$ cat config.mk
export PLATFORM = sky130hd
export DESIGN_NAME = pixel_row_collector
export DESIGN_NICKNAME = d
export VERILOG_FILES = /design/src/rtl/pixel_row_collector.sv
export SDC_FILE = /design/constraint.sdc
export NUM_CORES = 1
export LEC_CHECK = 0
export BUFFER_PORTS_ARGS = -buffer_cell sky130_fd_sc_hd__buf_2
export CAP_MARGIN = 20
export CORE_MARGIN = 2
export CORE_UTILIZATION = 61
export CTS_CLUSTER_DIAMETER = 30
export DETAILED_ROUTE_END_ITERATION = 6
export MAX_ROUTING_LAYER = met4
export PLACE_DENSITY = 0.84
export SLEW_MARGIN = 20
export SYNTH_ARGS = -nofsm -noshare
export SYNTH_HDL_FRONTEND = slang
export SYNTH_SLANG_ARGS = --single-unit
export TNS_END_PERCENT = 1
$ cat constraint.sdc
create_clock -name clock -period 7 [get_ports clock]
set_input_delay 0.7 -clock clock [delete_from_list [all_inputs] [get_ports clock]]
set_output_delay 0.7 -clock clock [all_outputs]
set_load 0.01 [all_outputs]
$ cat src/rtl/pixel_row_collector.sv
// rtl/pixel_row_collector.sv - serial-to-parallel collector assembling 16-sample rows
// Double-buffered: one row fills the collector while the previous row is held on the outputs.
module pixel_row_collector #(
    parameter int DATAWIDTH = 8
) (
    input  logic                 clock,
    input  logic                 reset,
    input  logic                 in_valid,
    input  logic [DATAWIDTH-1:0] in_data,
    output logic                 in_ready,
    output logic [DATAWIDTH-1:0] out_0,
    output logic [DATAWIDTH-1:0] out_1,
    output logic [DATAWIDTH-1:0] out_2,
    output logic [DATAWIDTH-1:0] out_3,
    output logic [DATAWIDTH-1:0] out_4,
    output logic [DATAWIDTH-1:0] out_5,
    output logic [DATAWIDTH-1:0] out_6,
    output logic [DATAWIDTH-1:0] out_7,
    output logic [DATAWIDTH-1:0] out_8,
    output logic [DATAWIDTH-1:0] out_9,
    output logic [DATAWIDTH-1:0] out_10,
    output logic [DATAWIDTH-1:0] out_11,
    output logic [DATAWIDTH-1:0] out_12,
    output logic [DATAWIDTH-1:0] out_13,
    output logic [DATAWIDTH-1:0] out_14,
    output logic [DATAWIDTH-1:0] out_15,
    output logic                 out_valid,
    input  logic                 out_ready
);

    logic [DATAWIDTH-1:0] r_coll [16];
    logic [DATAWIDTH-1:0] r_obuf [16];
    logic [3:0]           r_cnt;
    logic                 r_cfull;
    logic                 r_out_valid;

    logic w_accept;
    logic w_transfer;
    logic w_consume;

    // in_ready comes straight from a flop so the producer never sees a path from out_ready.
    assign in_ready   = !r_cfull;
    assign w_accept   = in_valid && !r_cfull;
    assign w_transfer = r_cfull && (!r_out_valid || out_ready);
    assign w_consume  = r_out_valid && out_ready;

    always_ff @(posedge clock) begin
        if (reset) begin
            for (int k = 0; k < 16; k++) begin
                r_coll[k] <= '0;
                r_obuf[k] <= '0;
            end
            r_cnt       <= 4'd0;
            r_cfull     <= 1'b0;
            r_out_valid <= 1'b0;
        end else begin
            // accept needs !cfull and transfer needs cfull, so they never collide on r_cfull
            if (w_accept) begin
                r_coll[r_cnt] <= in_data;
                r_cnt         <= r_cnt + 4'd1;
                if (r_cnt == 4'd15) begin
                    r_cfull <= 1'b1;
                end
            end
            if (w_transfer) begin
                for (int k = 0; k < 16; k++) begin
                    r_obuf[k] <= r_coll[k];
                end
                r_out_valid <= 1'b1;
                r_cfull     <= 1'b0;
            end else if (w_consume) begin
                r_out_valid <= 1'b0;
            end
        end
    end

    assign out_valid = r_out_valid;
    assign out_0  = r_obuf[0];
    assign out_1  = r_obuf[1];
    assign out_2  = r_obuf[2];
    assign out_3  = r_obuf[3];
    assign out_4  = r_obuf[4];
    assign out_5  = r_obuf[5];
    assign out_6  = r_obuf[6];
    assign out_7  = r_obuf[7];
    assign out_8  = r_obuf[8];
    assign out_9  = r_obuf[9];
    assign out_10 = r_obuf[10];
    assign out_11 = r_obuf[11];
    assign out_12 = r_obuf[12];
    assign out_13 = r_obuf[13];
    assign out_14 = r_obuf[14];
    assign out_15 = r_obuf[15];

endmodule

# Yosys cells after proc, flatten, opt, wreduce, memory -nomap -nowiden
# Memory sizes are Yosys's and may differ from the RTL's.
# Cells that the tools add are included.
# op_classes
n_addsub	1
mul	0
n_div	0
order_cmp	0
n_eq_ne	1
shift	0
mux	29
bitwise_logic	16
reduce_logical	10
# ops
cell	count
$mux 8	17
$or 1x1->1	16
$mux 1	11
$reduce_or 8->1	1
$add 4x1->4 const B	1
$eq 4x4->1 const B	1
$mux 4	1
$logic_and 1x1->1	3
$logic_not 1->1	2
$reduce_and 2->1	1
$reduce_bool 2->1	1
$reduce_or 2->1	1
$logic_or 1x1->1	1
# word_totals
register_bits	6
latch_bits	0
ramBits	256
mem_bits_ro	0
input_bits	12
output_inout_bits	130
wordCells	62
memories	2
# memory_table
name	words	word_bits	rd	rd_ports_with_merged_regs	write_ports	line	source
r_coll	16	8	16	0	16	31	logic [DATAWIDTH-1:0] r_coll [16];
r_obuf	16	8	16	0	16	32	logic [DATAWIDTH-1:0] r_obuf [16];

# Longest topological paths before layout
# depth
depth_word	7
depth_mapped	5
ltp_nobuf	5

# Least setup slack after synthesis
# No wires, ideal clock.
# synth_path
path_type	input to register
from	input port reset
to	memory r_obuf[0][0] (enable)
setup_ps	486
arrival_ps	3661
t_required_ps	6514
slack_ps	2853
stages	3
n_path_buf	2
cell_sequence	buf_2 -> buf_2 -> a21o_1
# synth_rtl
item	line	source
from (decl)	7	input logic reset,
to (decl)	32	

==> results_dict.tcl <==
set metrics [dict create \
    placed_cell_area_sq_um 10900 \
    design.die.area_sq_um 17500 \
    grt_max_degree 79 \
    synth_area_leaders "edfxtp_1 (77%), and2_1 (13%), nor2b_1 (3.2%), dfxtp_1 (1.2%), or2_2 (0.81%)" \
    yosys_register_bits 262 \
    synth-main-ff-cell "edfxtp_1" \
    initial_core_util_pct 62.7 \
    fin_crit_ps 2790 \
    port_buffers 141 \
    ir_drop_mv 0.200 \
    cts-resized-gates 0 \
    syn_inst 618 \
    hold_start "r_coll[6][2]" \
    io_pins 142 \
    cts_tree "built" \
    cts.clk_slew.worst_paths_ps 50 \
    wl_mm 18.6 \
    drc 0 \
    diodes 0 \
    period_share_pct 39.8 \
    hold_viol_final 0 \
    required_ps 7110 \
    startpoint_type "input pin" \
    nNetsFinal 783 \
    overflow 0 \
    antenna_found_initial 0 \
    synth_compound_area_share_pct 0.275 \
    outcome "finished clean" \
    drtIter0Drc 342 \
    die_y_um 132 \
    fin_setup_tns_ps 0 \
    yosysSeqAreaShare_pct 77.9 \
    holdBufCountCts 0 \
    core_region_area_sq_um 16000 \
    clock_skew_ps 9.32 \
    maxCapViolCount 0 \
    synth_xor_area_share_pct 0.175 \
    syn_area_sq_um 10000 \
    insertion_delay_ps 500 \
    yosysWarnings 0 \
    worstSetupStartpoint "reset" \
    yosysTopAreaCell "edfxtp_1" \
    firstDrtPassIters 5 \
    clkSinkCount 262 \
    criticalPathCategory "input pin to flop" \
    die_w_um 132 \
    arrival_ps 2900 \
    maxClockFrequency_mhz 359 \
    gr-usage-all-layers_pct 22.2 \
    grt_pass1_wl_mm 28.7 \
    vias_per_cell 5.23 \
    via_count 5280 \
    setup_viol 0 \
    ant_nets 0 \
    slew_headroom_pct 33.9 \
    yosys.area_share.simple_pct 19.4 \
    ctsRootBufferMaster "clkbuf_16" \
    place_congestion 0.837 \
    synth-edff-count 256 \
    htree_levels 2 \
    drive_gt1_share_pct 28.0 \
    synthMuxAreaShare_pct 0.212 \
    yosys.area.top_type_share_pct 76.7 \
    synthAdderAreaFrac_pct 0.499 \
    synthArstFlopShare_pct 0 \
    rr_startpoint "r_cfull" \
    synthesis.nets 634 \
    syn_to_final_growth_pct 20.5 \
    dp.cells 946 \
    cts_buffer_depth 3 \
    tightest_slew_ps 991 \
    drv_slew 0 \
    grt_pass1_vias 5330 \
    cts_made_buffers 35 \
    postCtsSetupBuffers 0 \
    final_cells 1009 \
    rows 46 \
    finish.instance_area_sq_um 12100 \
    syn_avg_cell_area_sq_um 16.2 \
    hp-class "flop to flop" \
    wl_per_cell_um 18.4 \
    cp-end-kind "flop" \
    rsz0062_at_grt "no" \
    synth_top_family_by_area "simple AND/OR/NAND/NOR gates" \
    cp_max_fo 78 \
    yosysUniqueCellTypes 29 \
    powerDensity_nw_per_um2 306 \
    dp_hpwl_mm 11.3 \
    p_leak_uw 0.00485 \
]
[critical path: stages]
cell and delay, ps:
buf_2 80, buf_4 590, a21o_4 580, buf_4 830
[synthesized netlist by cell type, types with 2 or more instances]
cell	count
a21oi_1	2
and2_1	208
and3_1	6
buf_2	10
clkbuf_1	14
clkbuf_2	8
dfxtp_1	6
edfxtp_1	256
ha_1	4
inv_1	2
nand2b_1	3
nand3b_1	2
nand4_1	2
nand4b_1	3
nor2_1	11
nor2b_1	51
nor3_2	4
or2_1	3
or2_2	13
[area by class of cell]
type	instances	area [sq um]
multi-input cells	321	2070
well taps	216	270
clock buffers	43	958
clock inverters	20	230
repair buffers	144	728
flip-flops and latches	262	7810
inverters	3	11.3
fillers	933	3920
[flip-flops by register name, indices dropped and copies added, names as in the netlist]
signal	cells
r_cfull	1
r_obuf	128
r_coll	128
out_valid	1
r_cnt	4
[power breakdown]
part / internal (uW) / switching [uW]
clock: 1130 / 639
combinational: 38.9 / 90.6
sequential: 1780 / 18.7
[per-stage QoR]
stage	worst slack [ps]	power [uW]	util, %	hold slack (ps)
2_1_floorplan	2850	1900	-	497
3_3_place_gp	3790	1960	68.0	505
3_5_place_dp	3730	1960	68.0	502
4_1_cts	4240	3710	75.5	514
5_1_grt	4040	3790	75.5	519
6_report	4210	3700	75.5	515
[cells by family after synthesis]
group                    Yosys count
AO/OA/AOI/OAI                      4
buffers and inverters             35
AND/OR/NAND/NOR                  309
XOR/XNOR                           2
multiplexers                       2
adder cells (fa/ha/maj)            4
flip-flops                       262
[per-layer routing]
layer / part of all wire, % / track usage [%] / up-vias
met2: 49 / 35.4 / 228
met1: 41 / 28.6 / 2573
li1: - / - / 2449
met4: 2.1 / 7.41 / 0
met3: 7.5 / 5.19 / 30
met5: 0 / - / -
[worst paths after layout]
kind                                       to  slack [ps]  depth (start not counted)
worst max register to register  r_obuf[0][42]        4620                          2
worst max-delay path            r_obuf[0][42]        4210                          4
worst min-delay path            r_obuf[0][50]         510                          1
worst min register to register  r_obuf[0][50]         510                          1
[cell usage in the layout (no fill, tap or decap), types with 2 or more instances in the layout]
master      synthesis  final
clkbuf_1           14      5
or2_1               3      3
clkbuf_16           0     37
clkinv_2            0      5
nand4_1             2      2
nor2b_1            51     51
clkinvlp_4          0      3
clkinv_4            0      3
or2_2              13     13
a21oi_1             2      2
dfxtp_1             6      6
and2_1            208    208
ha_1                4      4
nor3_2              4      4
inv_1               2      2
nand2b_1            3      3
edfxtp_1          256    256
buf_2              10    141
and3_1              6      6
buf_4               0      3
bufinv_16           0      4
nand4b_1            3      3
nor2_1             11     11
nand3b_1            2      2
inv_6               0      2
clkinv_1            0      2
Note: power is estimated with default switching activity, not from simulation.
